<file path="src/rtl/ascon_pack.sv">
// Shared state encoding and round-index constants for the ASCON mode controller.
package ascon_pack;

  typedef enum logic [2:0] {
    IDLE    = 3'd0,
    INIT    = 3'd1,
    WAIT_AD = 3'd2,
    AD      = 3'd3,
    WAIT_PT = 3'd4,
    PT      = 3'd5,
    FINAL   = 3'd6,
    END     = 3'd7
  } type_fsm_state;

  localparam logic [3:0] ROUND_PA_FIRST = 4'd0;
  localparam logic [3:0] ROUND_PB_FIRST = 4'd4;
  localparam logic [3:0] ROUND_LAST     = 4'd11;

endpackage

</file>
<file path="src/rtl/round_counter.sv">
// 4-bit round index with synchronous load, saturating increment and last-round flag.
module round_counter
  import ascon_pack::*;
(
  input  logic       clock,
  input  logic       reset,
  input  logic       load,
  input  logic [3:0] load_value,
  input  logic       enable,
  output logic [3:0] round,
  output logic       last
);

  logic [3:0] count_r;

  // Load has priority; increment stops at the last round so the index never passes it.
  always_ff @(posedge clock or posedge reset) begin
    if (reset) begin
      count_r <= 4'd0;
    end else if (load) begin
      count_r <= load_value;
    end else if (enable && (count_r != ROUND_LAST)) begin
      count_r <= count_r + 4'd1;
    end else begin
      count_r <= count_r;
    end
  end

  assign round = count_r;
  assign last  = (count_r == ROUND_LAST);

endmodule

</file>
<file path="src/rtl/ascon_fsm.sv">
// ASCON-128a encryption controller: sequences init, associated data, plaintext blocks and finalisation.
module ascon_fsm
  import ascon_pack::*;
(
  input  logic       clock_i,
  input  logic       reset_i,
  input  logic       start_i,
  input  logic [7:0] block_count_i,
  input  logic       data_valid_i,
  output logic       data_ready_o,
  output logic       input_mode_o,
  output logic       enable_o,
  output logic       en_xor_begin_data_o,
  output logic       en_xor_begin_key_o,
  output logic       bypass_xor_end_o,
  output logic       mode_xor_key_o,
  output logic       en_reg_cipher_o,
  output logic       en_reg_tag_o,
  output logic [3:0] round_o,
  output logic       busy_o,
  output logic       cipher_valid_o,
  output logic       done_o
);

  type_fsm_state state_r, next_state_s;
  logic [7:0] block_cnt_r;
  logic       busy_r, cipher_valid_r;

  logic       data_ready_s, input_mode_s, enable_s, xor_data_s, xor_key_s;
  logic       bypass_s, mode_key_s, reg_cipher_s, reg_tag_s, done_s;
  logic       rc_load_s, rc_enable_s, rc_last_s, blk_load_s, blk_dec_s;
  logic [3:0] rc_value_s, round_s;

  round_counter u_round_counter (
    .clock      (clock_i),
    .reset      (reset_i),
    .load       (rc_load_s),
    .load_value (rc_value_s),
    .enable     (rc_enable_s),
    .round      (round_s),
    .last       (rc_last_s)
  );

  // State register.
  always_ff @(posedge clock_i or posedge reset_i) begin
    if (reset_i) begin
      state_r <= IDLE;
    end else begin
      state_r <= next_state_s;
    end
  end

  // Next-state and datapath control decode; the counter is preloaded with the next phase's first round.
  always_comb begin
    next_state_s = state_r;
    data_ready_s = 1'b0;
    input_mode_s = 1'b1;
    enable_s     = 1'b0;
    xor_data_s   = 1'b0;
    xor_key_s    = 1'b0;
    bypass_s     = 1'b1;
    mode_key_s   = 1'b0;
    reg_cipher_s = 1'b0;
    reg_tag_s    = 1'b0;
    done_s       = 1'b0;
    rc_load_s    = 1'b0;
    rc_value_s   = ROUND_PA_FIRST;
    rc_enable_s  = 1'b0;
    blk_load_s   = 1'b0;
    blk_dec_s    = 1'b0;
    case (state_r)
      IDLE: begin
        if (start_i) begin
          next_state_s = INIT;
          rc_load_s    = 1'b1;
          rc_value_s   = ROUND_PA_FIRST;
          blk_load_s   = 1'b1;
        end else begin
          next_state_s = IDLE;
        end
      end
      INIT: begin
        enable_s     = 1'b1;
        input_mode_s = (round_s != ROUND_PA_FIRST);
        if (rc_last_s) begin
          bypass_s     = 1'b0;
          mode_key_s   = 1'b1;
          rc_load_s    = 1'b1;
          rc_value_s   = ROUND_PB_FIRST;
          next_state_s = WAIT_AD;
        end else begin
          rc_enable_s = 1'b1;
        end
      end
      WAIT_AD: begin
        data_ready_s = 1'b1;
        if (data_valid_i) begin
          xor_data_s   = 1'b1;
          enable_s     = 1'b1;
          rc_enable_s  = 1'b1;
          next_state_s = AD;
        end else begin
          next_state_s = WAIT_AD;
        end
      end
      AD: begin
        enable_s = 1'b1;
        if (rc_last_s) begin
          bypass_s     = 1'b0;
          rc_load_s    = 1'b1;
          rc_value_s   = (block_cnt_r > 8'd1) ? ROUND_PB_FIRST : ROUND_PA_FIRST;
          next_state_s = WAIT_PT;
        end else begin
          rc_enable_s = 1'b1;
        end
      end
      WAIT_PT: begin
        data_ready_s = 1'b1;
        if (data_valid_i) begin
          xor_data_s   = 1'b1;
          reg_cipher_s = 1'b1;
          enable_s     = 1'b1;
          rc_enable_s  = 1'b1;
          if (block_cnt_r > 8'd1) begin
            next_state_s = PT;
          end else begin
            xor_key_s    = 1'b1;
            next_state_s = FINAL;
          end
        end else begin
          next_state_s = WAIT_PT;
        end
      end
      PT: begin
        enable_s = 1'b1;
        if (rc_last_s) begin
          blk_dec_s    = 1'b1;
          rc_load_s    = 1'b1;
          // Counter is decremented this cycle, so compare against the pre-decrement value.
          rc_value_s   = (block_cnt_r > 8'd2) ? ROUND_PB_FIRST : ROUND_PA_FIRST;
          next_state_s = WAIT_PT;
        end else begin
          rc_enable_s = 1'b1;
        end
      end
      FINAL: begin
        enable_s = 1'b1;
        if (rc_last_s) begin
          bypass_s     = 1'b0;
          mode_key_s   = 1'b1;
          rc_load_s    = 1'b1;
          rc_value_s   = ROUND_PA_FIRST;
          next_state_s = END;
        end else begin
          rc_enable_s = 1'b1;
        end
      end
      END: begin
        reg_tag_s    = 1'b1;
        done_s       = 1'b1;
        next_state_s = IDLE;
      end
      default: begin
        next_state_s = IDLE;
      end
    endcase
  end

  // Remaining-block counter; a request for zero blocks runs as one.
  always_ff @(posedge clock_i or posedge reset_i) begin
    if (reset_i) begin
      block_cnt_r <= 8'd0;
    end else if (blk_load_s) begin
      block_cnt_r <= (block_count_i == 8'd0) ? 8'd1 : block_count_i;
    end else if (blk_dec_s) begin
      block_cnt_r <= block_cnt_r - 8'd1;
    end else begin
      block_cnt_r <= block_cnt_r;
    end
  end

  // Busy spans accepted start through the done cycle; cipher-valid trails the cipher register load.
  always_ff @(posedge clock_i or posedge reset_i) begin
    if (reset_i) begin
      busy_r         <= 1'b0;
      cipher_valid_r <= 1'b0;
    end else begin
      cipher_valid_r <= reg_cipher_s;
      if (blk_load_s) begin
        busy_r <= 1'b1;
      end else if (done_s) begin
        busy_r <= 1'b0;
      end else begin
        busy_r <= busy_r;
      end
    end
  end

  assign data_ready_o        = data_ready_s;
  assign input_mode_o        = input_mode_s;
  assign enable_o            = enable_s;
  assign en_xor_begin_data_o = xor_data_s;
  assign en_xor_begin_key_o  = xor_key_s;
  assign bypass_xor_end_o    = bypass_s;
  assign mode_xor_key_o      = mode_key_s;
  assign en_reg_cipher_o     = reg_cipher_s;
  assign en_reg_tag_o        = reg_tag_s;
  assign round_o             = round_s;
  assign busy_o              = busy_r;
  assign cipher_valid_o      = cipher_valid_r;
  assign done_o              = done_s;

endmodule

</file>
<file path="config.mk">
export PLATFORM = sky130hd
export DESIGN_NAME = ascon_fsm
export DESIGN_NICKNAME = d
export VERILOG_FILES = /design/src/rtl/ascon_pack.sv /design/src/rtl/round_counter.sv /design/src/rtl/ascon_fsm.sv
export SDC_FILE = /design/constraint.sdc
export NUM_CORES = 1
export LEC_CHECK = 0
export CAP_MARGIN = 20
export CORE_ASPECT_RATIO = 1.25
export CORE_UTILIZATION = 33
export CTS_BUF_LIST = sky130_fd_sc_hd__clkbuf_4 sky130_fd_sc_hd__clkbuf_8
export CTS_CLUSTER_SIZE = 25
export DETAILED_ROUTE_END_ITERATION = 10
export PLACE_DENSITY = 0.63
export SYNTH_ARGS = -nofsm -noshare
export SYNTH_HDL_FRONTEND = slang
export SYNTH_SLANG_ARGS = --single-unit
</file>
<file path="constraint.sdc">
create_clock -name clock_i -period 1.85 [get_ports clock_i]
set_clock_uncertainty 0.05 [all_clocks]
set_input_delay 0.4625 -clock clock_i [delete_from_list [all_inputs] [get_ports clock_i]]
set_output_delay 0.4625 -clock clock_i [all_outputs]
set_load 0.01 [all_outputs]
</file>
==> summary.md <==
| Metric | Value |
|---|---|
| Status | complete, but fails checks |
| Failing checks | negative setup slack |
| Period minus WS final | roughly 1.9 ns |
| H-tree levels | 1 |
| Placed inst area | 0.00176 mm² |
| Crit path max fanout | 4 |
| Design area | 0.00206 mm² |
| Port Buffer Count | 27 |
| Setup_tns | -0.128 ns |
| Crit path launch type | register |
| CTS Root Cell | clkbuf_8 |
| DRC | 0 |
| Syn. warnings | 0 |
| Pre-antenna DRT Iters | 4 |
| Average wire per standard cell | about 13 µm |
| DP HPWL | between 2000 and 2500 µm |
| Gr usage total | 19.2% |
| Initial antenna violation count | 0 |
| # diodes | 0 |
| Cts-stage hold buffer count | 0 |
| CTS tree | yes |
| RSZ-0062 raised after global routing | yes |
| Crit path required time | ~1.3 ns |
| Num CTS Buffers | 3 |
| Largest net degree at the start of global routing | 18 |
| Routed via count | 1345 |
| Pwr Density | about 1500 mW/mm² |
| Most frequent cell after synthesis | dfrtp_1 |
| Die Y | 69.2 µm |
| WL final | 3450 µm |
| Synth unique cells | 45 |
| Max-cap viol count | 0 |
| Skew-Pair Late Insertion Delay | ~0.25 ns |
| Crit path kind | register to output port |
| Nets@finish | 240 |
| Clk slew on worst S/H paths | approximately 0.070 ns |
| Area delta synth->final | 73.1% |
| Syn_nets | around 160 |
| Worst vdd ir | 0.857 mV |
| Final setup violation count | 4 |
| Ys flop type | dfrtp_1 |
| Top-area cell type share of the netlist area | between 30 and 40% |
| Worst Slack Setup Final | -0.0577 ns |
| Tot Pwr | 3130 µW |
| Max-slew violation count | 0 |
| Fraction of registers with async set/reset | 100% |
| Row cnt | 24 |
| Core area | between 0.003 and 0.004 mm² |
| DR vias/cell | 5.15 |
| Mapped Avg Cell Area | around 8.5 µm² |
| Clock Sinks | 17 |
| Final hold vios | 0 |
| Largest area contributor in the netlist | dfrtp_1 |
| Iter 0 DRT Violations | 24 |
| Post-synth top cells | dfrtp_1 (17), nand2_1 (15), nor2_1 (12) |
| Slew margin rel. | approximately three quarters |
| Clock buffer depth | 2 |
| Vias in the first global route | about 1.4k |
| Starting Density | 34.2% |
| Die Wd | between 50 and 60 µm |
| Post-route ant nets | 0 |
| Max Fclk | roughly 520 MHz |
| Worst Path Arrival | 1.40 ns |
| Syn Inst Count | 140 |
| HP Class | register to register |
| Mapped cell area | approximately 0.0012 mm² |
| Number of synthesized flops with an enable pin | 0 |
| Total grt overflow | 0 |
| First-pass GRT wire length | ~6000 µm |
| #FFs+latches synth | 17 |
| Layout cells sized above 1 | 47.3% |
| Io pins | 28 |
| Static leakage | between 0.0009 and 0.001 µW |
| Crit end category | output port |
| Post-synthesis sequential area ratio | 35.7% |
| Slew @ Worst Pin | 0.393 ns |
| Final period util | 103% |
| Largest cells by area after synthesis | dfrtp_1 (36%), ha_1 (5.2%), nand2_1 (4.7%) |
| Die ar. | slightly below 0.004 mm² |
| Placer Congestion | 0.835 |
==> metrics by stage <==
stage | utilization [%] | cells | hold WS, ns | setup slack (ns)
final | 59.3 | 261 | 0.434 | -0.0577
after global routing | 59.3 | 261 | 0.506 | -0.152
after floorplan | - | 140 | 0.339 | 0.00944
after detailed placement | 50.6 | 237 | 0.429 | -0.619
after CTS | 56.4 | 255 | 0.446 | -0.0764
after global placement | 50.6 | 237 | 0.423 | -0.609
==> timing repair <==
item,CTS,global route
resized for setup,63,23
pin swaps,5,12
endpoints found under the setup margin,15,17
endpoints found under the hold margin,0,0
buffers inserted,14,7
==> flip-flops by register name, summed over array words and instances (netlist names) <==
| signal | cells |
|---|---|
| state_r | 3 |
| block_cnt_r | 8 |
| busy_o | 1 |
| u_round_counter.round | 4 |
| cipher_valid_o | 1 |
==> logic make-up (layout without fill, tap and decap cells) <==
family                   after synthesis  after routing  synth area share [%]
adder cells (fa/ha/maj)                6              6                  6.09
AND/OR/NAND/NOR                       63             63                  28.6
multiplexers                           2              2                  1.78
AO/OA/AOI/OAI                         29             29                  16.7
XOR/XNOR                               6              6                  4.41
buffers and inverters                 17             99                  6.72
flip-flops                            17             17                  35.7
==> cell type report <==
class | instances | area (µm²)
fillers | 297 | 1420
multi-input cells | 106 | 802
repair buffers | 86 | 701
flip-flops and latches | 17 | 428
clock buffers | 4 | 48.8
well taps | 39 | 48.8
inverters | 9 | 36.3
==> worst max-delay path: stages (launching register included) <==
cell,delay (ns)
dfrtp_1,0.41
buf_6,0.12
buf_6,0.10
nand2_4,0.06
nor3_4,0.17
nor2b_1,0.14
buf_2,0.13
==> metal layers <==
layer,part of all wire [%],routed length [µm],GRT usage (%)
met5,0,0,0
met4,2.1,74,8.06
met3,3.8,130,2.80
met2,56,1940,35.2
met1,38,1310,21.9
==> power breakdown <==
part	switching [µW]	internal, µW
Combinational	943	1190
Sequential	147	557
Clock	128	168
==> placed cells by master, fill, tap and decap left out, types with 4 or more instances in the layout <==
cell type,Yosys,final
buf_4,1,52
clkdlybuf4s50_1,0,16
dfrtp_1,17,15
nand2_1,15,13
nor2_1,12,11
buf_6,1,9
o21ai_0,9,7
buf_2,3,6
inv_1,9,5
o211ai_1,4,4
xor2_1,4,4
==> path summary, 6_finish.rpt <==
check / from / end / slack (ns) / cells past startpoint
hold reg to reg: busy_o / busy_o / 0.43 / 2
hold / removal: busy_o / busy_o / 0.43 / 2
max in group asynchronous: reset_i / state_r[0] / 1.07 / 3
setup reg to reg: block_cnt_r[2] / block_cnt_r[7] / 0.05 / 5
min in group asynchronous: reset_i / block_cnt_r[6] / 0.47 / 3
setup / recovery: state_r[2] / en_xor_begin_key_o / -0.06 / 6
Note: power is estimated with default switching activity, not from simulation.
